==> src/rtl/msrv32_trap_pkg.sv <==
// Shared types and constants for the msrv32 machine-mode trap sequencer.
// Covers FSM states, mcause codes, PC-mux selects and SYSTEM-instruction decode fields.
package msrv32_trap_pkg;

  typedef enum logic [2:0] {
    ST_RESET,
    ST_OPERATING,
    ST_TRAP_TAKEN,
    ST_TRAP_RETURN,
    ST_WFI_SLEEP
  } trap_state_t;

  localparam logic [4:0] CAUSE_INSTR_MISALIGNED = 5'd0;
  localparam logic [4:0] CAUSE_ILLEGAL_INSTR    = 5'd2;
  localparam logic [4:0] CAUSE_BREAKPOINT       = 5'd3;
  localparam logic [4:0] CAUSE_LOAD_MISALIGNED  = 5'd4;
  localparam logic [4:0] CAUSE_STORE_MISALIGNED = 5'd6;
  localparam logic [4:0] CAUSE_ECALL_M          = 5'd11;
  localparam logic [4:0] CAUSE_MSI              = 5'd3;
  localparam logic [4:0] CAUSE_MTI              = 5'd7;
  localparam logic [4:0] CAUSE_MEI              = 5'd11;
  localparam logic [4:0] CAUSE_LIRQ_BASE        = 5'd16;

  localparam logic [1:0] PC_SRC_BOOT = 2'b00;
  localparam logic [1:0] PC_SRC_EPC  = 2'b01;
  localparam logic [1:0] PC_SRC_TRAP = 2'b10;
  localparam logic [1:0] PC_SRC_NEXT = 2'b11;

  localparam logic [4:0] OPCODE_SYSTEM = 5'b11100;
  localparam logic [2:0] FUNCT3_PRIV   = 3'b000;
  localparam logic [6:0] FUNCT7_ECALL  = 7'b0000000;
  localparam logic [6:0] FUNCT7_MRET   = 7'b0011000;
  localparam logic [6:0] FUNCT7_WFI    = 7'b0001000;
  localparam logic [4:0] RS2_ECALL     = 5'd0;
  localparam logic [4:0] RS2_EBREAK    = 5'd1;
  localparam logic [4:0] RS2_MRET      = 5'd2;
  localparam logic [4:0] RS2_WFI       = 5'd5;

  // Privileged SYSTEM instructions all share opcode/funct3 and require rs1 = rd = x0.
  function automatic logic is_priv_instr(
    input logic [4:0] opcode,
    input logic [2:0] funct3,
    input logic [6:0] funct7,
    input logic [4:0] rs1,
    input logic [4:0] rs2,
    input logic [4:0] rd,
    input logic [6:0] funct7_ref,
    input logic [4:0] rs2_ref
  );
    return (opcode == OPCODE_SYSTEM) && (funct3 == FUNCT3_PRIV) && (rs1 == 5'd0) &&
           (rd == 5'd0) && (funct7 == funct7_ref) && (rs2 == rs2_ref);
  endfunction

endpackage

==> src/rtl/msrv32_trap_sequencer_if.sv <==
// Signal bundle between the decode/CSR side of the core and the trap sequencer.
// The slave modport is the sequencer's view; the master modport is the view of the core that drives it.
interface msrv32_trap_sequencer_if #(
  parameter int NUM_LIRQ = 4
);
  localparam int LW = (NUM_LIRQ > 0) ? NUM_LIRQ : 1;

  logic          illegal_instr_in;
  logic          misaligned_load_in;
  logic          misaligned_store_in;
  logic          misaligned_instr_in;
  logic [4:0]    opcode_6_to_2_in;
  logic [2:0]    funct3_in;
  logic [6:0]    funct7_in;
  logic [4:0]    rs1_addr_in;
  logic [4:0]    rs2_addr_in;
  logic [4:0]    rd_addr_in;
  logic          mie_in;
  logic          meie_in;
  logic          mtie_in;
  logic          msie_in;
  logic          meip_in;
  logic          mtip_in;
  logic          msip_in;
  logic [LW-1:0] lie_in;
  logic [LW-1:0] lip_in;

  logic          i_or_e_out;
  logic [4:0]    cause_out;
  logic          set_epc_out;
  logic          set_cause_out;
  logic          mie_clear_out;
  logic          mie_set_out;
  logic          misaligned_exception_out;
  logic          instret_inc_out;
  logic [1:0]    pc_src_out;
  logic          flush_out;
  logic          trap_taken_out;
  logic          stall_out;

  modport slave (
    input  illegal_instr_in, misaligned_load_in, misaligned_store_in, misaligned_instr_in,
           opcode_6_to_2_in, funct3_in, funct7_in, rs1_addr_in, rs2_addr_in, rd_addr_in,
           mie_in, meie_in, mtie_in, msie_in, meip_in, mtip_in, msip_in, lie_in, lip_in,
    output i_or_e_out, cause_out, set_epc_out, set_cause_out, mie_clear_out, mie_set_out,
           misaligned_exception_out, instret_inc_out, pc_src_out, flush_out, trap_taken_out,
           stall_out
  );

  modport master (
    output illegal_instr_in, misaligned_load_in, misaligned_store_in, misaligned_instr_in,
           opcode_6_to_2_in, funct3_in, funct7_in, rs1_addr_in, rs2_addr_in, rd_addr_in,
           mie_in, meie_in, mtie_in, msie_in, meip_in, mtip_in, msip_in, lie_in, lip_in,
    input  i_or_e_out, cause_out, set_epc_out, set_cause_out, mie_clear_out, mie_set_out,
           misaligned_exception_out, instret_inc_out, pc_src_out, flush_out, trap_taken_out,
           stall_out
  );

endinterface

==> src/rtl/msrv32_irq_prio_enc.sv <==
// Fixed-priority interrupt encoder: MEI > MSI > MTI > lirq[0] > ... > lirq[NUM_LIRQ-1].
// Inputs are already qualified by their individual enables; the global mstatus.MIE is applied by the caller.
module msrv32_irq_prio_enc
  import msrv32_trap_pkg::*;
#(
  parameter int NUM_LIRQ = 4,
  parameter int LW       = (NUM_LIRQ > 0) ? NUM_LIRQ : 1
) (
  input  logic          mei,
  input  logic          msi,
  input  logic          mti,
  input  logic [LW-1:0] lirq,
  output logic          valid,
  output logic [4:0]    cause
);

  // Lowest priority is evaluated first so each higher-priority hit overrides it.
  always_comb begin
    valid = 1'b0;
    cause = 5'd0;
    for (int i = NUM_LIRQ - 1; i >= 0; i--) begin
      if (lirq[i]) begin
        valid = 1'b1;
        cause = CAUSE_LIRQ_BASE + 5'(i);
      end
    end
    if (mti) begin
      valid = 1'b1;
      cause = CAUSE_MTI;
    end
    if (msi) begin
      valid = 1'b1;
      cause = CAUSE_MSI;
    end
    if (mei) begin
      valid = 1'b1;
      cause = CAUSE_MEI;
    end
  end

endmodule

==> src/rtl/msrv32_trap_sequencer.sv <==
// Machine-mode trap sequencer: arbitrates interrupts, exceptions, MRET and WFI and sequences
// trap entry (detect, CSR/PC update, handler fetch), trap return and WFI sleep.
module msrv32_trap_sequencer
  import msrv32_trap_pkg::*;
#(
  parameter int NUM_LIRQ = 4,
  parameter bit WFI_EN   = 1'b1
) (
  input logic                    clk_in,
  input logic                    reset_in,
  msrv32_trap_sequencer_if.slave bus
);

  localparam int LW = (NUM_LIRQ > 0) ? NUM_LIRQ : 1;

  trap_state_t state;
  logic        irq_valid, irq_pend, trap_pend;
  logic [4:0]  irq_cause, exc_cause;
  logic        exc_valid, exc_misaligned;
  logic        is_ecall, is_ebreak, is_mret, is_wfi, wfi_sleep;
  logic        i_or_e_q, misaligned_q;
  logic [4:0]  cause_q;

  msrv32_irq_prio_enc #(.NUM_LIRQ(NUM_LIRQ), .LW(LW)) u_irq_prio_enc (
    .mei   (bus.meip_in & bus.meie_in),
    .msi   (bus.msip_in & bus.msie_in),
    .mti   (bus.mtip_in & bus.mtie_in),
    .lirq  (bus.lip_in & bus.lie_in),
    .valid (irq_valid),
    .cause (irq_cause)
  );

  assign is_ecall  = is_priv_instr(bus.opcode_6_to_2_in, bus.funct3_in, bus.funct7_in, bus.rs1_addr_in,
                                   bus.rs2_addr_in, bus.rd_addr_in, FUNCT7_ECALL, RS2_ECALL);
  assign is_ebreak = is_priv_instr(bus.opcode_6_to_2_in, bus.funct3_in, bus.funct7_in, bus.rs1_addr_in,
                                   bus.rs2_addr_in, bus.rd_addr_in, FUNCT7_ECALL, RS2_EBREAK);
  assign is_mret   = is_priv_instr(bus.opcode_6_to_2_in, bus.funct3_in, bus.funct7_in, bus.rs1_addr_in,
                                   bus.rs2_addr_in, bus.rd_addr_in, FUNCT7_MRET, RS2_MRET);
  assign is_wfi    = is_priv_instr(bus.opcode_6_to_2_in, bus.funct3_in, bus.funct7_in, bus.rs1_addr_in,
                                   bus.rs2_addr_in, bus.rd_addr_in, FUNCT7_WFI, RS2_WFI);

  // Wake-up ignores mstatus.MIE, so a WFI with something already pending never sleeps.
  assign irq_pend  = bus.mie_in & irq_valid;
  assign trap_pend = irq_pend | exc_valid;
  assign wfi_sleep = WFI_EN && is_wfi && !irq_valid;

  always_comb begin
    exc_valid      = 1'b1;
    exc_misaligned = 1'b0;
    exc_cause      = 5'd0;
    if (bus.misaligned_instr_in) begin
      exc_cause      = CAUSE_INSTR_MISALIGNED;
      exc_misaligned = 1'b1;
    end else if (bus.illegal_instr_in) begin
      exc_cause = CAUSE_ILLEGAL_INSTR;
    end else if (is_ebreak) begin
      exc_cause = CAUSE_BREAKPOINT;
    end else if (is_ecall) begin
      exc_cause = CAUSE_ECALL_M;
    end else if (bus.misaligned_load_in) begin
      exc_cause      = CAUSE_LOAD_MISALIGNED;
      exc_misaligned = 1'b1;
    end else if (bus.misaligned_store_in) begin
      exc_cause      = CAUSE_STORE_MISALIGNED;
      exc_misaligned = 1'b1;
    end else begin
      exc_valid = 1'b0;
    end
  end

  // Cause fields latch only on the detect edge, so later pending changes cannot disturb them.
  always_ff @(posedge clk_in) begin
    if (reset_in) begin
      state        <= ST_RESET;
      cause_q      <= 5'd0;
      i_or_e_q     <= 1'b0;
      misaligned_q <= 1'b0;
    end else begin
      case (state)
        ST_RESET: state <= ST_OPERATING;
        ST_OPERATING: begin
          if (trap_pend) begin
            state        <= ST_TRAP_TAKEN;
            i_or_e_q     <= irq_pend;
            cause_q      <= irq_pend ? irq_cause : exc_cause;
            misaligned_q <= !irq_pend && exc_misaligned;
          end else if (is_mret) begin
            state <= ST_TRAP_RETURN;
          end else if (wfi_sleep) begin
            state <= ST_WFI_SLEEP;
          end
        end
        ST_TRAP_TAKEN, ST_TRAP_RETURN: state <= ST_OPERATING;
        ST_WFI_SLEEP: begin
          if (irq_valid) begin
            if (bus.mie_in) begin
              state        <= ST_TRAP_TAKEN;
              i_or_e_q     <= 1'b1;
              cause_q      <= irq_cause;
              misaligned_q <= 1'b0;
            end else begin
              state <= ST_OPERATING;
            end
          end
        end
        default: state <= ST_RESET;
      endcase
    end
  end

  always_comb begin
    bus.pc_src_out      = PC_SRC_NEXT;
    bus.flush_out       = 1'b0;
    bus.trap_taken_out  = 1'b0;
    bus.instret_inc_out = 1'b0;
    bus.stall_out       = 1'b0;
    bus.set_epc_out     = 1'b0;
    bus.set_cause_out   = 1'b0;
    bus.mie_clear_out   = 1'b0;
    bus.mie_set_out     = 1'b0;
    case (state)
      ST_OPERATING: begin
        if (trap_pend) begin
          bus.trap_taken_out = 1'b1;
          bus.flush_out      = 1'b1;
        end else if (is_mret) begin
          bus.flush_out = 1'b1;
        end else if (!wfi_sleep) begin
          bus.instret_inc_out = 1'b1;
        end
      end
      ST_TRAP_TAKEN: begin
        bus.set_epc_out   = 1'b1;
        bus.set_cause_out = 1'b1;
        bus.mie_clear_out = 1'b1;
        bus.pc_src_out    = PC_SRC_TRAP;
        bus.flush_out     = 1'b1;
      end
      ST_TRAP_RETURN: begin
        bus.mie_set_out     = 1'b1;
        bus.pc_src_out      = PC_SRC_EPC;
        bus.flush_out       = 1'b1;
        bus.instret_inc_out = 1'b1;
      end
      ST_WFI_SLEEP: begin
        bus.stall_out = 1'b1;
        if (irq_valid) begin
          if (bus.mie_in) begin
            bus.trap_taken_out = 1'b1;
            bus.flush_out      = 1'b1;
          end else begin
            bus.instret_inc_out = 1'b1;
          end
        end
      end
      default: begin
        bus.pc_src_out = PC_SRC_BOOT;
        bus.flush_out  = 1'b1;
      end
    endcase
  end

  assign bus.cause_out                = cause_q;
  assign bus.i_or_e_out               = i_or_e_q;
  assign bus.misaligned_exception_out = misaligned_q;

endmodule

==> src/flat_wrapper.sv <==
// flat-port wrapper written by rule: the top's interface ports become plain ports
module msrv32_trap_sequencer_flat import msrv32_trap_pkg::*;
#(
  parameter int NUM_LIRQ = 4,
  parameter bit WFI_EN   = 1'b1
)
  (clk_in, reset_in, bus_illegal_instr_in, bus_misaligned_load_in, bus_misaligned_store_in, bus_misaligned_instr_in, bus_opcode_6_to_2_in, bus_funct3_in, bus_funct7_in, bus_rs1_addr_in, bus_rs2_addr_in, bus_rd_addr_in, bus_mie_in, bus_meie_in, bus_mtie_in, bus_msie_in, bus_meip_in, bus_mtip_in, bus_msip_in, bus_lie_in, bus_lip_in, bus_i_or_e_out, bus_cause_out, bus_set_epc_out, bus_set_cause_out, bus_mie_clear_out, bus_mie_set_out, bus_misaligned_exception_out, bus_instret_inc_out, bus_pc_src_out, bus_flush_out, bus_trap_taken_out, bus_stall_out);
  msrv32_trap_sequencer_if #(.NUM_LIRQ(NUM_LIRQ)) bus_i ();
  input logic clk_in;
  input logic reset_in;
  input wire logic [$bits(bus_i.illegal_instr_in)-1:0] bus_illegal_instr_in;
  input wire logic [$bits(bus_i.misaligned_load_in)-1:0] bus_misaligned_load_in;
  input wire logic [$bits(bus_i.misaligned_store_in)-1:0] bus_misaligned_store_in;
  input wire logic [$bits(bus_i.misaligned_instr_in)-1:0] bus_misaligned_instr_in;
  input wire logic [$bits(bus_i.opcode_6_to_2_in)-1:0] bus_opcode_6_to_2_in;
  input wire logic [$bits(bus_i.funct3_in)-1:0] bus_funct3_in;
  input wire logic [$bits(bus_i.funct7_in)-1:0] bus_funct7_in;
  input wire logic [$bits(bus_i.rs1_addr_in)-1:0] bus_rs1_addr_in;
  input wire logic [$bits(bus_i.rs2_addr_in)-1:0] bus_rs2_addr_in;
  input wire logic [$bits(bus_i.rd_addr_in)-1:0] bus_rd_addr_in;
  input wire logic [$bits(bus_i.mie_in)-1:0] bus_mie_in;
  input wire logic [$bits(bus_i.meie_in)-1:0] bus_meie_in;
  input wire logic [$bits(bus_i.mtie_in)-1:0] bus_mtie_in;
  input wire logic [$bits(bus_i.msie_in)-1:0] bus_msie_in;
  input wire logic [$bits(bus_i.meip_in)-1:0] bus_meip_in;
  input wire logic [$bits(bus_i.mtip_in)-1:0] bus_mtip_in;
  input wire logic [$bits(bus_i.msip_in)-1:0] bus_msip_in;
  input wire logic [$bits(bus_i.lie_in)-1:0] bus_lie_in;
  input wire logic [$bits(bus_i.lip_in)-1:0] bus_lip_in;
  output wire logic [$bits(bus_i.i_or_e_out)-1:0] bus_i_or_e_out;
  output wire logic [$bits(bus_i.cause_out)-1:0] bus_cause_out;
  output wire logic [$bits(bus_i.set_epc_out)-1:0] bus_set_epc_out;
  output wire logic [$bits(bus_i.set_cause_out)-1:0] bus_set_cause_out;
  output wire logic [$bits(bus_i.mie_clear_out)-1:0] bus_mie_clear_out;
  output wire logic [$bits(bus_i.mie_set_out)-1:0] bus_mie_set_out;
  output wire logic [$bits(bus_i.misaligned_exception_out)-1:0] bus_misaligned_exception_out;
  output wire logic [$bits(bus_i.instret_inc_out)-1:0] bus_instret_inc_out;
  output wire logic [$bits(bus_i.pc_src_out)-1:0] bus_pc_src_out;
  output wire logic [$bits(bus_i.flush_out)-1:0] bus_flush_out;
  output wire logic [$bits(bus_i.trap_taken_out)-1:0] bus_trap_taken_out;
  output wire logic [$bits(bus_i.stall_out)-1:0] bus_stall_out;
  assign bus_i.illegal_instr_in = bus_illegal_instr_in;
  assign bus_i.misaligned_load_in = bus_misaligned_load_in;
  assign bus_i.misaligned_store_in = bus_misaligned_store_in;
  assign bus_i.misaligned_instr_in = bus_misaligned_instr_in;
  assign bus_i.opcode_6_to_2_in = bus_opcode_6_to_2_in;
  assign bus_i.funct3_in = bus_funct3_in;
  assign bus_i.funct7_in = bus_funct7_in;
  assign bus_i.rs1_addr_in = bus_rs1_addr_in;
  assign bus_i.rs2_addr_in = bus_rs2_addr_in;
  assign bus_i.rd_addr_in = bus_rd_addr_in;
  assign bus_i.mie_in = bus_mie_in;
  assign bus_i.meie_in = bus_meie_in;
  assign bus_i.mtie_in = bus_mtie_in;
  assign bus_i.msie_in = bus_msie_in;
  assign bus_i.meip_in = bus_meip_in;
  assign bus_i.mtip_in = bus_mtip_in;
  assign bus_i.msip_in = bus_msip_in;
  assign bus_i.lie_in = bus_lie_in;
  assign bus_i.lip_in = bus_lip_in;
  assign bus_i_or_e_out = bus_i.i_or_e_out;
  assign bus_cause_out = bus_i.cause_out;
  assign bus_set_epc_out = bus_i.set_epc_out;
  assign bus_set_cause_out = bus_i.set_cause_out;
  assign bus_mie_clear_out = bus_i.mie_clear_out;
  assign bus_mie_set_out = bus_i.mie_set_out;
  assign bus_misaligned_exception_out = bus_i.misaligned_exception_out;
  assign bus_instret_inc_out = bus_i.instret_inc_out;
  assign bus_pc_src_out = bus_i.pc_src_out;
  assign bus_flush_out = bus_i.flush_out;
  assign bus_trap_taken_out = bus_i.trap_taken_out;
  assign bus_stall_out = bus_i.stall_out;
  msrv32_trap_sequencer #(.NUM_LIRQ(NUM_LIRQ), .WFI_EN(WFI_EN)) u_core (.clk_in(clk_in), .reset_in(reset_in), .bus(bus_i));
endmodule
==> config.mk <==
export PLATFORM = sky130hd
export DESIGN_NAME = msrv32_trap_sequencer_flat
export DESIGN_NICKNAME = d
export VERILOG_FILES = /design/src/rtl/msrv32_trap_pkg.sv /design/src/rtl/msrv32_trap_sequencer_if.sv /design/src/rtl/msrv32_irq_prio_enc.sv /design/src/rtl/msrv32_trap_sequencer.sv /design/src/flat_wrapper.sv
export SDC_FILE = /design/constraint.sdc
export NUM_CORES = 1
export LEC_CHECK = 0
export ABC_AREA = 1
export CAP_MARGIN = 5
export CORE_MARGIN = 2
export CORE_UTILIZATION = 37
export CTS_BUF_LIST = sky130_fd_sc_hd__clkbuf_16
export DETAILED_ROUTE_END_ITERATION = 8
export PLACE_DENSITY_LB_ADDON = 0.05
export SLEW_MARGIN = 10
export SYNTH_ARGS = -nofsm -noshare
export SYNTH_HDL_FRONTEND = slang
export SYNTH_SLANG_ARGS = --single-unit
export TNS_END_PERCENT = 10
==> constraint.sdc <==
create_clock -name clk_in -period 1.94 [get_ports clk_in]
set_input_delay 0.388 -clock clk_in [delete_from_list [all_inputs] [get_ports clk_in]]
set_output_delay 0.388 -clock clk_in [all_outputs]
set_load 0.01 [all_outputs]
Yosys cells after proc, flatten, opt, wreduce, memory -nomap -nowiden

Index checks and enable logic that the tools add are counted.
W data, S select, Z words.

Latch bits: 0
Word-level logic and storage cells: 115
Bits in writable memories: 0
Memories kept: 0
Register bits: 10
Input bits: 51
Output and inout bits: 17
Memory bits (read-only): 0

Divide/modulo/power cells: 0
$lt $le $gt $ge: 0
Shifts and indexed selects: 0
Bitwise operators: 6
Reduce and logical (&&, ||, !) cells: 25
Eq/ne operators: 14
Multipliers: 0
Add/subtract/negate cells: 0
Mux-type cells: 66

Operators with widths:

| cell                 | count |
|---|---|
| $mux W5              | 16 |
| $mux W1              | 36 |
| $logic_not A5 Y1     | 3 |
| $mux W3              | 5 |
| $logic_and A1 B1 Y1  | 12 |
| $pmux W5 S2          | 1 |
| $pmux W3 S3          | 1 |
| $pmux W1 S2          | 4 |
| $eq A7 B4 Y1 const B | 1 |
| $eq A7 B5 Y1 const B | 1 |
| $logic_not A7 Y1     | 1 |
| $eq A3 B2 Y1 const B | 2 |
| $logic_not A3 Y1     | 2 |
| $pmux W2 S3          | 1 |
| $eq A5 B1 Y1 const B | 1 |
| $eq A5 B2 Y1 const B | 1 |
| $eq A5 B3 Y1 const B | 1 |
| $eq A5 B5 Y1 const B | 1 |
| $and A1 B1 Y1        | 4 |
| $and A4 B4 Y4        | 1 |
| $ne A2 B1 Y1 const B | 2 |
| $ne A4 B1 Y1 const B | 1 |
| $reduce_and A4 Y1    | 1 |
| $eq A3 B1 Y1 const B | 1 |
| 10 further kinds     | 11 |

Logic depth before layout (Yosys ltp)

Gate-level depths: netlist of run 1.

Word-level depth: 14
Gate-level depth with buffers: 13

Modules after synthesis

Synthesis of run 1 repeated with hierarchy kept, for this count alone.

Cell total of the unflattened synthesis: 191
Area total of the unflattened synthesis: 1,039.7 um2

By module, submodules not included:

| module                | area each (um2) | instances | cells each | seq. area each (um2) |
|---|---|---|---|---|
| msrv32_trap_sequencer | 949.7           | 1         | 169        | 200.2 |
| msrv32_irq_prio_enc   | 90.1            | 1         | 22         | 0.0 |

Worst setup path after synthesis of run 1

Ideal clock, no wire load.

Path type: input -> output
From: input bus_meip_in
To: output bus_instret_inc_out
Stages on the path: 9
Arrival: 1,402 ps
Setup slack: 150 ps
Path through: nand2_1 > nand2_2 > nor2_2 > nand2_2 > a21oi_4 > nand3b_1 > nor2_1 > nor2_1 > o31ai_1

Longest elaborated chain between the ends: 8
Elaborated cells between the ends (all ways): 11
Classes of those cells: mux (6); bitwise (3); reduce/logical (2)

RTL lines:

| what                | line                         | source |
|---|---|---|
| start: declaration  | flat_wrapper.sv:25           | `input wire logic [$bits(bus_i.meip_in)-1:0] bus_meip_in;` |
| $and A1 B1 Y1 *     | msrv32_trap_sequencer.sv:25  | `.mei (bus.meip_in & bus.meie_in),` |
| $mux W1 *           | msrv32_irq_prio_enc.sv:35    | `if (mei) begin` |
| $logic_not A1 Y1    | msrv32_trap_sequencer.sv:45  | `assign wfi_sleep = WFI_EN && is_wfi && !irq_valid;` |
| $logic_and A1 B1 Y1 | msrv32_trap_sequencer.sv:45  |  |
| $mux W1             | msrv32_trap_sequencer.sv:128 | `end else if (!wfi_sleep) begin` |
| $mux W1             | msrv32_trap_sequencer.sv:126 | `end else if (is_mret) begin` |
| $mux W1             | msrv32_trap_sequencer.sv:123 | `if (trap_pend) begin` |
| $pmux W1 S3 *       | msrv32_trap_sequencer.sv:121 | `case (state)` |
| end: declaration    | flat_wrapper.sv:37           | `output wire logic [$bits(bus_i.instret_inc_out)-1:0] bus_instret_inc_out;` |

Every way passes the cells marked *; elsewhere a longest branch is shown, timed or not.

Worst setup path after layout of run 1

From: input bus_rs1_addr_in[3]
To: output bus_trap_taken_out

Longest elaborated chain between the ends: 12
Elaborated cells between the ends (all ways): 13
Classes of those cells: mux (6); bitwise (1); reduce/logical (6)

RTL lines:

| what                               | line                         | source |
|---|---|---|
| start: declaration                 | flat_wrapper.sv:18           | `input wire logic [$bits(bus_i.rs1_addr_in)-1:0] bus_rs1_addr_in;` |
| $logic_not A5 Y1 *                 | msrv32_trap_pkg.sv:50        | `return (opcode == OPCODE_SYSTEM) && (funct3 == FUNCT3_PRIV) && (rs1 == 5'd0) &&` |
| $logic_and A1 B1 Y1 * (2 in a row) | msrv32_trap_pkg.sv:50        |  |
| $logic_and A1 B1 Y1 *              | msrv32_trap_pkg.sv:51        | `(rd == 5'd0) && (funct7 == funct7_ref) && (rs2 == rs2_ref);` |
| $logic_and A1 B1 Y1                | msrv32_trap_pkg.sv:51        |  |
| $mux W1                            | msrv32_trap_sequencer.sv:58  | `end else if (is_ecall) begin` |
| $mux W1 *                          | msrv32_trap_sequencer.sv:56  | `end else if (is_ebreak) begin` |
| $mux W1 *                          | msrv32_trap_sequencer.sv:54  | `end else if (bus.illegal_instr_in) begin` |
| $mux W1 *                          | msrv32_trap_sequencer.sv:51  | `if (bus.misaligned_instr_in) begin` |
| $or A1 B1 Y1 *                     | msrv32_trap_sequencer.sv:44  | `assign trap_pend = irq_pend \| exc_valid;` |
| $mux W1 *                          | msrv32_trap_sequencer.sv:123 |  |
| $pmux W1 S2 *                      | msrv32_trap_sequencer.sv:121 |  |
| end: declaration                   | flat_wrapper.sv:40           | `output wire logic [$bits(bus_i.trap_taken_out)-1:0] bus_trap_taken_out;` |

Marked as above.

==> results.txt, run 1 <==
- Before antenna repair, the detailed router went through 5 iterations.
- The critical path is of the primary input to primary output type.
- Final setup fails: 5
- Detailed routing inserted a total of ~2200 vias.
- In this design, the largest share of critical-path delay is due to simple AND/OR/NAND/NOR gates.
- Global routing finished with a remaining overflow of 0.
- The initial utilization of the core area, before any placement, comes to 0.3927.
- Origin of the worst min-delay path: u_core.bus.misaligned_exception_out$_SDFFE_PP0P_
- Power spread over the standard cell area amounts to between 400 and 500 nW/µm².
* Clock slew at the register clock pins of the worst setup and hold paths: ~0.040 ns
- Post-DP HPWL: between 2000 and 3000 µm
* Count of yosys warnings during synthesis: 0
* Worst Reg-to-Reg Cells: 13
- Post-route setup slack: -0.1134 ns
- The detail route stage leaves a number of antenna-violating nets equal to 0.
* Worst Path Max Fanout: 3
- The number of placed instances, taps included, is between 300 and 400.
- Slew HR: 0.7543
* Flop2flop setup slack: about 0.11 ns
* Design area: about 2600 µm²
- Fraction of layout cells with a size suffix above 1: 0.5971
* Number of clock buffers inserted by TritonCTS: 3
- Hold path cells: 2
- The net count of the finished layout is a little over 400.
* Largest net degree at the start of global routing: 8
- Reported max-cap violation count: 0
- Synthesis produced 191 cells.
* Terminating pin of the worst hold path: u_core.bus.misaligned_exception_out$_SDFFE_PP0P_
- TritonCTS built the clock tree.
* Top cells by area in the synthesized netlist: sky130_fd_sc_hd__dfxtp_1, sky130_fd_sc_hd__nand2_1, sky130_fd_sc_hd__nor2_1
- Summing every instance area after synthesis gives roughly 1100 µm².
- Period minus WS final: 2.053 ns
* Terminus of the critical flop-to-flop path: u_core.state[0]$_SDFFE_PP0P_
- Wires add up to 6843 µm.
- The longest clock path from root to sink contains 2 buffers.
- Sink count of the clock tree: 10
- Unrepaired setup endpoints after global routing: yes
- Average vias per placed instance: between 5 and 6
* Fmax: just under 500 MHz
* Internal portion of total power: about 730 µW
- Sum of buffers and inverters on the critical path: 5
- The analysis attributes to cell leakage a power of approximately 0.0013 µW.
- Of the total power, registers draw 0.210.
- Area leader, netlist: sky130_fd_sc_hd__dfxtp_1
- Number of synthesized register bits: 10
* Routed length per placed instance: around 18 µm
- The first global-routing pass estimated 8597 µm of wire.
* Arrival time of data at the critical path endpoint: roughly 1.7 ns
- Number of top-level pins: 68
- Clock latency on the worst-skew pair, taken at its later pin, is 0.24 ns.
- Buffers placed on the I/O ports in this run total between 60 and 70.
* Final worst-path cycle share: 1.058
- For this run, design rule violations remaining after detail routing come to 0.
* Critical register-to-register path startpoint: u_core.state[0]$_SDFFE_PP0P_
- The critical path goes through buf_2 -> nor2_4 -> nand2_2 -> nor2_4 -> nand2_4 -> nor2_4 -> nand3_4 -> buf_4 -> buf_6 -> nand2_4 -> nand2_4 -> clkinv_4 -> buf_6.
- Class of the most critical hold timing path: flop to flop
* Combinational fraction of design power: 0.448
- Cell type of the slowest stage on the worst timing path: sky130_fd_sc_hd__nor2_4
- In this run the cell area measured after placement is approximately 2000 µm².
- Part of the Yosys area used for sequential elements: 0.1833
- Prevailing post-synth register cell: sky130_fd_sc_hd__dfxtp_1
* Die Height: about 58 µm
- The floorplan step defined a core boundary enclosing about 2800 µm².
* Hold slack final: 0.4892 ns
* Average cell area after synthesis: between 5 and 6 µm²
- The hold violation count in the final report was 0.
* Final total power: 1076 µW
- The number of nets handed over by synthesis was 242.
* Number of placement rows: 19
- Relative to the synthesized area, the layout overhead comes to 134.0%.
* Most frequent cell after synthesis: sky130_fd_sc_hd__nand2_1
- The repair_antennas step left the layout with diodes totalling 0.
- The die covers around 3400 µm².
- Async set or reset register ratio after synthesis: 0
* Peak supply drop: about 1000 µV
- For this design the total switching power over the nets is between 300 and 400 µW.
- Switching fraction of total power: 0.3220
* H-tree Lvls: 1
- Required time of the worst setup path: approximately 1.6 ns
- The clock arrives with about 0.0028 ns of skew.
- Result of the run: complete, but fails checks
- Yosys mapped a number of flops with a built-in enable equal to 0.
* Post-synth cell types: 26
- At the end of routability-driven placement, the weighted congestion stood at between 0.8 and 0.9.
- Leading cell types by count after synthesis: sky130_fd_sc_hd__nand2_1, sky130_fd_sc_hd__nor2_1, sky130_fd_sc_hd__inv_1, sky130_fd_sc_hd__nand3_1, sky130_fd_sc_hd__dfxtp_1
* Max Slew Vio Count: 0
* Post-Layout Cell Count: 381
- The number of antenna violations at the first check in global routing is 0.
* Startpoint Class: primary input
* Measured slew at the worst slew-check pin: 0.3652 ns
* Master cell of the clock root buffer: sky130_fd_sc_hd__clkbuf_16
* Critical Path Sink Type: primary output
- Slowest stage delay, CP: about 0.15 ns
- Violations in the final reports: negative setup slack
- Share of total power in the clock network: 0.342
* Fraction of synthesized cell area taken by the top area cell type: 0.1833
* Die outline width: between 50 and 60 µm
- Via count of the first global-routing pass: between 2000 and 2500
* GR Util All Layers: 0.3324
* Violation count after the first detailed-route iteration: 162
[cell type report]
type / instances / area (µm²)
Timing Repair Buffer: 158 / 1187
Multi-Input combinational cell: 153 / 952.2
Fill cell: 113 / 225.2
Sequential cell: 10 / 200.2
Inverter: 26 / 102.6
Clock buffer: 3 / 75.07
Tap cell: 31 / 38.79
[metal layers]
layer	wire, µm	vias to the layer above	GRT usage
met1	2375	996	0.3247
met3	526	61	0.04835
met5	0	-	0
met4	551	0	0.1860
met2	3390	165	0.6533
li1	-	929	-
[state kept, by name, summed over array words and instances (netlist names)]
name and count:
u_core.bus.i_or_e_out 1, u_core.bus.misaligned_exception_out 1, u_core.bus.cause_out 5, u_core.state 3
[kinds of logic (layout without fill, tap and decap cells)]
| logic type | Yosys count | after routing | synth area share |
|---|---|---|---|
| AOI/OAI and AO/OA | 15 | 15 | 0.09163 |
| buffers and inverters | 28 | 187 | 0.1077 |
| DFF | 10 | 10 | 0.1833 |
| and+or+nand+nor | 138 | 138 | 0.6174 |
[power by group through the flow]
stage	clock network [µW]	logic [µW]	registers, µW
CTS	357	406	225
global route	377	504	227
global placement	0	360	228
floorplan	0	133	232
detailed placement	0	364	228
finish	368	481	226
[tightest hold or removal path, cell delays in order (launching register included)]
cell	delay (ns)
sky130_fd_sc_hd__dfxtp_1	0.30
sky130_fd_sc_hd__nand2_1	0.07
sky130_fd_sc_hd__a21oi_1	0.06
[metrics by stage]
stage | setup WS, ns | util | TNS, ns
2_1_floorplan | 0.1502 | - | 0
3_3_place_gp | -0.7618 | 0.7314 | -3.684
3_5_place_dp | -0.7965 | 0.7314 | -4.028
4_1_cts | -0.04191 | 0.8889 | -0.04191
5_1_grt | -0.2145 | 0.9190 | -0.8924
6_report | -0.1134 | 0.9190 | -0.4245
[how the worst max path moves through the flow]
stage                                  from  slack [ns]                   to  cells after the start
floorplan                       bus_meip_in        0.15  bus_instret_inc_out                      9
global placement              bus_lip_in[3]       -0.76  bus_instret_inc_out                     11
detailed placement            bus_lip_in[3]       -0.80  bus_instret_inc_out                     11
CTS                      bus_rs1_addr_in[0]       -0.04  bus_instret_inc_out                     12
global route        bus_opcode_6_to_2_in[0]       -0.21  bus_instret_inc_out                     12
finish                   bus_rs1_addr_in[3]       -0.11   bus_trap_taken_out                     13
[what timing repair did]
item	in CTS	in global routing
resized for setup	179	63
pin swaps	53	49
setup endpoints to repair	7	14
buffers inserted	53	6
hold buffers	0	0
[cells in the final DEF (no fill, tap or decap)]
master                            instances
sky130_fd_sc_hd__nor3_2                   1
sky130_fd_sc_hd__nand2_4                  5
sky130_fd_sc_hd__a21oi_2                  1
sky130_fd_sc_hd__buf_6                   13
sky130_fd_sc_hd__nor3_4                   1
sky130_fd_sc_hd__and2_4                   1
sky130_fd_sc_hd__or2_1                    1
sky130_fd_sc_hd__dfxtp_1                 10
sky130_fd_sc_hd__clkdlybuf4s15_1          1
sky130_fd_sc_hd__clkinv_4                 1
sky130_fd_sc_hd__o21ai_4                  1
sky130_fd_sc_hd__clkbuf_16                3
sky130_fd_sc_hd__nand4_1                  8
sky130_fd_sc_hd__nand2_1                 36
sky130_fd_sc_hd__nand3b_1                 1
sky130_fd_sc_hd__nand3_2                  7
sky130_fd_sc_hd__nand3_4                  3
sky130_fd_sc_hd__a21oi_1                  4
sky130_fd_sc_hd__dlygate4sd2_1            6
sky130_fd_sc_hd__nor2_2                   8
sky130_fd_sc_hd__o21ai_0                  6
sky130_fd_sc_hd__nor2_4                  10
sky130_fd_sc_hd__inv_1                   13
sky130_fd_sc_hd__inv_2                   12
sky130_fd_sc_hd__o31ai_1                  1
sky130_fd_sc_hd__buf_4                   88
sky130_fd_sc_hd__nor2_1                  30
sky130_fd_sc_hd__buf_2                   24
sky130_fd_sc_hd__clkbuf_2                14
sky130_fd_sc_hd__nand2_2                 14
sky130_fd_sc_hd__dlymetal6s2s_1           3
sky130_fd_sc_hd__nor3_1                   1
sky130_fd_sc_hd__nand3_1                 10
sky130_fd_sc_hd__clkdlybuf4s50_1          9
sky130_fd_sc_hd__a21oi_4                  2
sky130_fd_sc_hd__nor4_1                   1
Power figures use the tool's default switching activity.
==> run 2: changes to the inputs <==
Settings changed: CORE_MARGIN 2 to unset, PLACE_DENSITY set to 0.81, PLACE_DENSITY_LB_ADDON 0.05 to unset, RECOVER_POWER set to 100.
==> results.txt, run 2 (synthesis results as in run 1) <==
- Result of the run: complete, but fails checks (unchanged).
- Violations in the final reports: negative setup slack (unchanged)
- Number of clock buffers inserted by TritonCTS: 3 (unchanged)
* Origin of the worst min-delay path: u_core.bus.cause_out[4]$_SDFFE_PP0P_ (was u_core.bus.misaligned_exception_out$_SDFFE_PP0P_)
- The part of the power in registers was 0.206 (was 0.210).
- Power density relative to cell area: 424.3 nW/µm² (was 420.9 nW/µm²)
- Startpoint Class: primary input (unchanged)
- The number of top-level pins is 68 (unchanged).
- Worst skew pair latency: 0.24 ns (about the same)
- Gp weighted congestion: 0.8273 (was 0.8059)
- H-tree Lvls: 1 (unchanged)
- The count of non-filler cells in the finished layout is 379 (was 381).
- Post-DP HPWL: 2870 µm (was 2726 µm)
* Average vias per placed instance: 5.818 (was 5.646)
- The highest attainable clock frequency is 459.9 MHz (was 487.0 MHz).
- The reg-to-reg startpoint is u_core.state[0]$_SDFFE_PP0P_ (unchanged).
- Initial core utilization: 0.3927 (unchanged)
- Residual DRC: 0 (unchanged)
- The clock transition at the registers of the reported paths was 0.05 ns (was 0.04 ns).
- The max-cap check violation count came to 0 (unchanged).
* Critical Path Sink Type: primary output (unchanged)
- Most common cell after layout, fill and taps aside: sky130_fd_sc_hd__buf_4 (unchanged)
- Unrepaired setup endpoints after global routing: yes (unchanged).
* Area added between synthesis and finish: 137.6% (was 134.0%)
- The die width was 56.34 µm (was 58.34 µm).
- The wire length per cell after detailed routing is 19.31 µm (was 17.96 µm).
* Sink count of the clock tree: 10 (unchanged)
* Sequential cell area: 200.2 µm² (unchanged)
- The area of the multi-input gates came to 1003 µm² (was 952.2 µm²).
- Final setup TNS: -0.8700 ns (was -0.4245 ns)
- Highest metal used: met4 (unchanged)
* Via count of the first global-routing pass: 2069 (was 2059)
* Number of buffers inserted by port buffering: 67 (unchanged)
* Commonest non-fill, non-tap cells in the layout: sky130_fd_sc_hd__buf_4, sky130_fd_sc_hd__nand2_1, sky130_fd_sc_hd__buf_2 (was sky130_fd_sc_hd__buf_4, sky130_fd_sc_hd__nand2_1, sky130_fd_sc_hd__nor2_1)
- The path depth of the worst reg2reg path is 12 (was 13).
- Flip-flop count of the largest register, all copies and words added: 5 (unchanged)
* Net count, final: 400 (was 403)
* Period minus WS final: 2.175 ns (was 2.053 ns)
- Required time of the worst setup path: 1.55 ns (about the same)
* Remaining antenna violation count after routing: 0 (unchanged)
* Hold slack final: 0.4749 ns (was 0.4892 ns)
- Hold Violations, Final: 0 (unchanged)
- Leakage component of the power: 0.001314 µW (was 0.001349 µW)
- Type of the setup path with the least slack: primary input to primary output (unchanged)
- Arrival time of data at the critical path endpoint: 1.79 ns (was 1.67 ns)
- The capture endpoint of the worst hold path was u_core.bus.cause_out[4]$_SDFFE_PP0P_ (was u_core.bus.misaligned_exception_out$_SDFFE_PP0P_).
* Met2 wire length: 3541 µm (was 3390 µm)
- Hold path cells: 2 (unchanged)
- DR pass1 iterations: 6 (was 5)
- Master cell of the clock root buffer: sky130_fd_sc_hd__clkbuf_16 (unchanged)
- The final-report setup violation count came to 7 (was 5).
- The cell count after placement was 323 (was 320).
- The worst-case headroom to the max-slew limit was 0.6992 (was 0.7543).
* Design area: 2595 µm² (was 2556 µm²)
- Max Slew Vio Count: 0 (unchanged)
- Measured slew at the worst slew-check pin: 0.4477 ns (was 0.3652 ns)
- The maximum resistive drop on vdd is 1108 µV (was 1045 µV).
- The die footprint was 3174 µm² (was 3403 µm²).
* Placed Instance Area: 2057 µm² (was 2034 µm²)
- The portion of total power attributed to the clock network was 0.344 (was 0.342).
- Drt total wl: 7319 µm (was 6843 µm)
* Flop2flop setup slack: -0.06 ns (was 0.11 ns)
- Maximum clock skew at final layout: 0.004915 ns (was 0.002844 ns)
- Global-route wire length before repair: 8935 µm (was 8597 µm)
* Initial antenna violation count: 0 (unchanged)
* Net Sw Power: 367.5 µW (was 346.4 µW)
* Internal portion of total power: 733.7 µW (was 729.4 µW)
- The pin count of the biggest net entering global routing is 8 (unchanged).
* Clock tree from TritonCTS: yes (unchanged)
- The net switching fraction of the power was 0.3337 (was 0.3220).
* Pre-CTS worst setup slack: -0.7881 ns (was -0.7965 ns)
- Die Height: 56.34 µm (was 58.34 µm)
* Via count: 2205 (was 2151)
- Number of placement rows: 19 (unchanged)
- The path category of the worst min-delay check was flop to flop (unchanged).
- The relative contribution of combinational cells to total power came to 0.450 (was 0.448).
- The core box area came to 2781 µm² (unchanged).
- N_diodes: 0 (unchanged)
* Violation count after the first detailed-route iteration: 181 (was 162)
* Sum of met3 wire segment lengths after detailed routing: 674 µm (was 526 µm)
- FILL cells: 104 (was 113)
- The period utilization came to 1.121 (was 1.058).
- The hold buffer count at cts came to 0 (unchanged).
- Worst Path Max Fanout: 3 (unchanged)
- Overflow left after global routing: 0 (unchanged)
- The buffer depth of the longest clock path is 2 (unchanged).
- The end of the worst register-to-register path is u_core.state[1]$_SDFFE_PP0P_ (was u_core.state[0]$_SDFFE_PP0P_).
* Post-route setup slack: -0.2345 ns (was -0.1134 ns)
- Fraction of layout cells with a size suffix above 1: 0.6207 (was 0.5971)
- WL met1: 2566 µm (was 2375 µm)
* GR Util All Layers: 0.3549 (was 0.3324)
-- run 2: metal layers --
metal / up-vias / track usage
met3: 67 / 0.07604
met4: 0 / 0.1533
met1: 1019 / 0.3713
li1: 930 / -
met2: 189 / 0.6735
met5: - / 0
-- run 2: how the worst max path moves through the flow --
stage                            startpoint                   to  depth (start not counted)
global placement              bus_lip_in[3]  bus_instret_inc_out                         11
finish              bus_misaligned_instr_in  bus_instret_inc_out                          9
global route        bus_misaligned_instr_in  bus_instret_inc_out                          9
floorplan                       bus_meip_in  bus_instret_inc_out                          9
CTS                      bus_rs1_addr_in[0]  bus_instret_inc_out                         12
detailed placement       bus_rs2_addr_in[1]        bus_flush_out                          9
-- run 2: what timing repair did --
item	4_1_cts	5_1_grt
pin swaps	60	47
setup endpoints to repair	6	14
gates resized for setup	194	64
endpoints found under the hold margin	0	0
buffers inserted	47	6
gates cloned	0	0
-- run 2: critical path: stages --
cell	delay (ns)
sky130_fd_sc_hd__dlygate4sd2_1	0.26
sky130_fd_sc_hd__nor2_1	0.19
sky130_fd_sc_hd__nand2_1	0.15
sky130_fd_sc_hd__a21oi_4	0.15
sky130_fd_sc_hd__nand3b_1	0.19
sky130_fd_sc_hd__nor2_4	0.17
sky130_fd_sc_hd__nor2_2	0.05
sky130_fd_sc_hd__o31ai_2	0.06
sky130_fd_sc_hd__buf_2	0.17
-- run 2: cell type report --
| type | instances | area share |
|---|---|---|
| tap | 31 | 0.01495 |
| multi-input combinational | 153 | 0.3867 |
| clock inverter | 1 | 0.001446 |
| clock buffer | 3 | 0.02893 |
| inverter | 26 | 0.03954 |
| sequential | 10 | 0.07715 |
| timing repair buffer | 155 | 0.4513 |
-- run 2: power groups by stage --
stage	clock network (µW)	logic, µW	registers [µW]
floorplan	0	133	232
global placement	0	362	228
detailed placement	0	369	228
CTS	366	412	225
global route	389	518	228
finish	379	495	227
-- run 2: per-stage QoR --
step / power, µW / utilization
after floorplan: 365.1 / -
after global placement: 590.0 / 0.7395
after detailed placement: 597.9 / 0.7395
after CTS: 1003 / 0.8790
after global routing: 1134 / 0.9330
final: 1101 / 0.9330
==> run 3: changes to the inputs <==
Settings changed: CORE_UTILIZATION 37 to 33, CTS_CLUSTER_DIAMETER set to 30, PLACE_DENSITY 0.81 to 0.76.
Clock period 1.94 ns to 1.95 ns, I/O delays scaled along.
==> results.txt, run 3 (synthesis results as in run 1) <==
- Result of the run: complete, but fails checks (unchanged).
- Violations in the final reports: negative setup slack (unchanged)
- The total power draw came to 1019 µW (was 1101 µW).
- Clock tree from TritonCTS: yes (unchanged)
* Cell type of the slowest stage on the worst timing path: sky130_fd_sc_hd__buf_4 (was sky130_fd_sc_hd__dlygate4sd2_1)
* Type of the setup path with the least slack: primary input to primary output (unchanged)
* Critical Path Sink Type: primary output (unchanged)
* Global-route wire length before repair: 7169 µm (was 8935 µm)
- The power density over cell area was 402.7 nW/µm² (was 424.3 nW/µm²).
* Sum of buffers and inverters on the critical path: 3 (was 2)
- Final worst-path cycle share: 1.047
- The final net count was 392 (was 400).
* GR Util All Layers: 0.2676 (was 0.3549)
* Required time of the worst setup path: 1.56 ns (was 1.55 ns)
- The number of flip-flops under the largest register name came to 5 (unchanged).
- The worst setup margin came to -0.09122 ns (was -0.2345 ns).
- Residual DRC: 0 (unchanged)
- The net switching fraction of the power came to 0.2975 (was 0.3337).
- The internal power summed over all cells is 715.7 µW (was 733.7 µW).
* Leakage component of the power: 0.001368 µW (was 0.001314 µW)
- Category of cells accounting for the largest share of critical-path delay: simple AND/OR/NAND/NOR gates (unchanged)
- Violation count after the first detailed-route iteration: 86 (was 181)
- The placement-stage cell area is 2081 µm² (was 2057 µm²).
- The type of element launching the critical path is a primary input (unchanged).
- FILL cells: 218 (was 104)
* Gp weighted congestion: 0.8086 (was 0.8273)
- The core box area is 3103 µm² (was 2781 µm²).
- In this design, the critical path's most frequently occurring cell is sky130_fd_sc_hd__nor2_1.
- Worst skew pair latency: 0.23 ns (was 0.24 ns)
- Remaining antenna violation count after routing: 0 (unchanged)
- The number of global-route vias before repair is 1782 (was 2069).
- The critical path's largest stage delay was 0.14 ns (was 0.26 ns).
- Fmax: 489.9 MHz
* Drt total wl: 5132 µm (was 7319 µm)
- The worst-case headroom to the max-slew limit is 0.7812 (was 0.6992).
* Largest net degree at the start of global routing: 8 (unchanged)
- The number of port buffers is 67 (unchanged).
* Area occupied by multi-input gates: 963.4 µm² (was 1003 µm²)
- The count of cells along the worst hold path was 2 (unchanged).
* Sequential cell area: 200.2 µm² (unchanged)
- Design area: 2530 µm² (was 2595 µm²)
- Master cell of the clock root buffer: sky130_fd_sc_hd__clkbuf_16 (unchanged)
* Post-Layout Cell Count: 384 (was 379)
* Commonest non-fill, non-tap cells in the layout: sky130_fd_sc_hd__buf_4, sky130_fd_sc_hd__clkbuf_2, sky130_fd_sc_hd__nand2_1 (was sky130_fd_sc_hd__buf_4, sky130_fd_sc_hd__nand2_1, sky130_fd_sc_hd__buf_2)
- Die outline width: 59.53 µm (was 56.34 µm)
- The final-report setup violation count was 1 (was 7).
- Routed length per placed instance: 13.36 µm (was 19.31 µm)
- The path category of the worst min-delay check is flop to flop (unchanged).
* Worst Path Max Fanout: 2 (was 3)
- The cell count after placement is 337 (was 323).
* Overflow left after global routing: 0 (unchanged)
* Measured slew at the worst slew-check pin: 0.3252 ns (was 0.4477 ns)
* N_diodes: 0 (unchanged)
* Period minus WS final: around 2.0 ns
* Average vias per placed instance: 4.805 (was 5.818)
- Die Height: 59.53 µm (was 56.34 µm)
- The critical path data arrival time came to 1.65 ns (was 1.79 ns).
* DR pass1 iterations: 4 (was 6)
- Worst Reg-to-Reg Cells: 11 (was 12)
- The placed wire-length estimate after detailed placement is 2785 µm (was 2870 µm).
- The portion of total power attributed to the clock network came to 0.348 (was 0.344).
- Buffer levels on the longest clock path: 2 (unchanged)
- Register share of total power: 0.221 (was 0.206)
- Fraction of layout cells with a size suffix above 1: 0.5794 (was 0.6207)
* Net Sw Power: 303.0 µW (was 367.5 µW)
- The hold violation count in the final report was 0 (unchanged).
* Via count: 1845 (was 2205)
- The clock sink count was 10 (unchanged).
- Reported max-cap violation count: 0 (unchanged)
- The die footprint came to 3544 µm² (was 3174 µm²).
- The number of top-level pins came to 68 (unchanged).
* Stages on the worst setup path: 13 (was 9)
* Clock slew at the register clock pins of the worst setup and hold paths: 0.04 ns (was 0.05 ns)
- Initial antenna violation count: 0 (unchanged)
* Pre-CTS worst setup slack: -0.8156 ns (was -0.7881 ns)
- Area added between synthesis and finish: 131.6% (was 137.6%)
- The relative contribution of combinational cells to total power came to 0.431 (was 0.450).
- The number of pins exceeding their max-slew limit in the final report was 0 (unchanged).
- The clock skew came to 0.0005292 ns (was 0.004915 ns).
- The number of buffers created by CTS was 3 (unchanged).
- The most common library cell in the layout ignoring fill and taps is sky130_fd_sc_hd__buf_4 (unchanged).
* Unrepaired setup endpoints after global routing: yes (unchanged)
* Peak supply drop: 551.3 µV (was 1108 µV)
- Number of placement rows: 20 (was 19)
- The initial standard-cell utilization of the core was 0.3520 (was 0.3927).
- List of cells traversed by the critical path: clkbuf_2 -> buf_4 -> nor2_2 -> nand2_1 -> nor2_1 -> nand3_2 -> nor2_1 -> nand3_1 -> nand2_1 -> nor2_2 -> nor2_1 -> o31ai_1 -> buf_2 (was dlygate4sd2_1 -> nor2_1 -> nand2_1 -> a21oi_4 -> nand3b_1 -> nor2_4 -> nor2_2 -> o31ai_2 -> buf_2).
- H-tree Lvls: 1 (unchanged)
run 3: cell count changes in the layout (fill, tap and decap cells not counted), moves of 3 or more:
cell / previous run / this run
sky130_fd_sc_hd__dlygate4sd2_1: 5 / 2
sky130_fd_sc_hd__nand2_1: 37 / 34
sky130_fd_sc_hd__clkbuf_2: 13 / 35
sky130_fd_sc_hd__buf_6: 16 / 11
sky130_fd_sc_hd__buf_4: 82 / 74
sky130_fd_sc_hd__nor2_4: 13 / 10
sky130_fd_sc_hd__clkdlybuf4s50_1: 6 / 9
sky130_fd_sc_hd__buf_2: 25 / 4
sky130_fd_sc_hd__nand3_1: 9 / 12
sky130_fd_sc_hd__dlygate4sd3_1: 7 / 0
sky130_fd_sc_hd__dlymetal6s2s_1: 0 / 11
run 3: cell type report:
class                           instances  area share
Clock buffer                            3     0.02967
Tap cell                               44     0.02176
Multi-Input combinational cell        153      0.3808
Timing Repair Buffer                  147      0.4466
Clock inverter                          1    0.001484
Sequential cell                        10     0.07913
Inverter                               26     0.04055
run 3: routing by layer:
metal | track usage | vias to the layer above | routed length (µm)
met5 | 0 | - | 0
met4 | 0.05316 | 0 | 90
met3 | 0.05022 | 10 | 248
met2 | 0.5393 | 65 | 2876
met1 | 0.2829 | 857 | 1916
li1 | - | 913 | -
run 3: metrics by stage:
stage / TNS, ns / util / hold slack, ns
after floorplan: 0 / - / 0.4591
after global placement: -3.642 / 0.6706 / 0.4550
after detailed placement: -4.167 / 0.6706 / 0.4561
after CTS: -0.8860 / 0.7915 / 0.4626
after global routing: -0.5461 / 0.8153 / 0.4935
final: -0.09122 / 0.8153 / 0.4599
run 3: power groups by stage:
stage               clock network [µW]  logic [µW]  registers, µW
finish                             355         439            225
global route                       380         471            226
CTS                                362         391            224
detailed placement                   0         368            227
global placement                     0         365            227
floorplan                            0         132            231
run 3: final timing paths:
kind / start / to / slack (ns)
worst min-delay path: u_core.bus.misaligned_exception_out$_SDFFE_PP0P_ / u_core.bus.misaligned_exception_out$_SDFFE_PP0P_ / 0.46
worst max-delay path: bus_rd_addr_in[1] / bus_instret_inc_out / -0.09
worst min register to register: u_core.bus.misaligned_exception_out$_SDFFE_PP0P_ / u_core.bus.misaligned_exception_out$_SDFFE_PP0P_ / 0.46
worst max register to register: u_core.state[0]$_SDFFE_PP0P_ / u_core.bus.cause_out[1]$_SDFFE_PP0P_ / 0.39
run 3: timing repair:
item / CTS / global route
cloned: 0 / 0
resized for setup: 79 / 145
hold buffers: 0 / 0
setup buffers: 40 / 4
pin swaps: 47 / 74
hold endpoints to repair: 0 / 0
endpoints found under the setup margin: 10 / 16
run 3: tightest hold or removal path: stages (launching register included):
cell                      delay (ns)
sky130_fd_sc_hd__dfxtp_1        0.30
sky130_fd_sc_hd__nand2_1        0.06
sky130_fd_sc_hd__a21oi_1        0.05
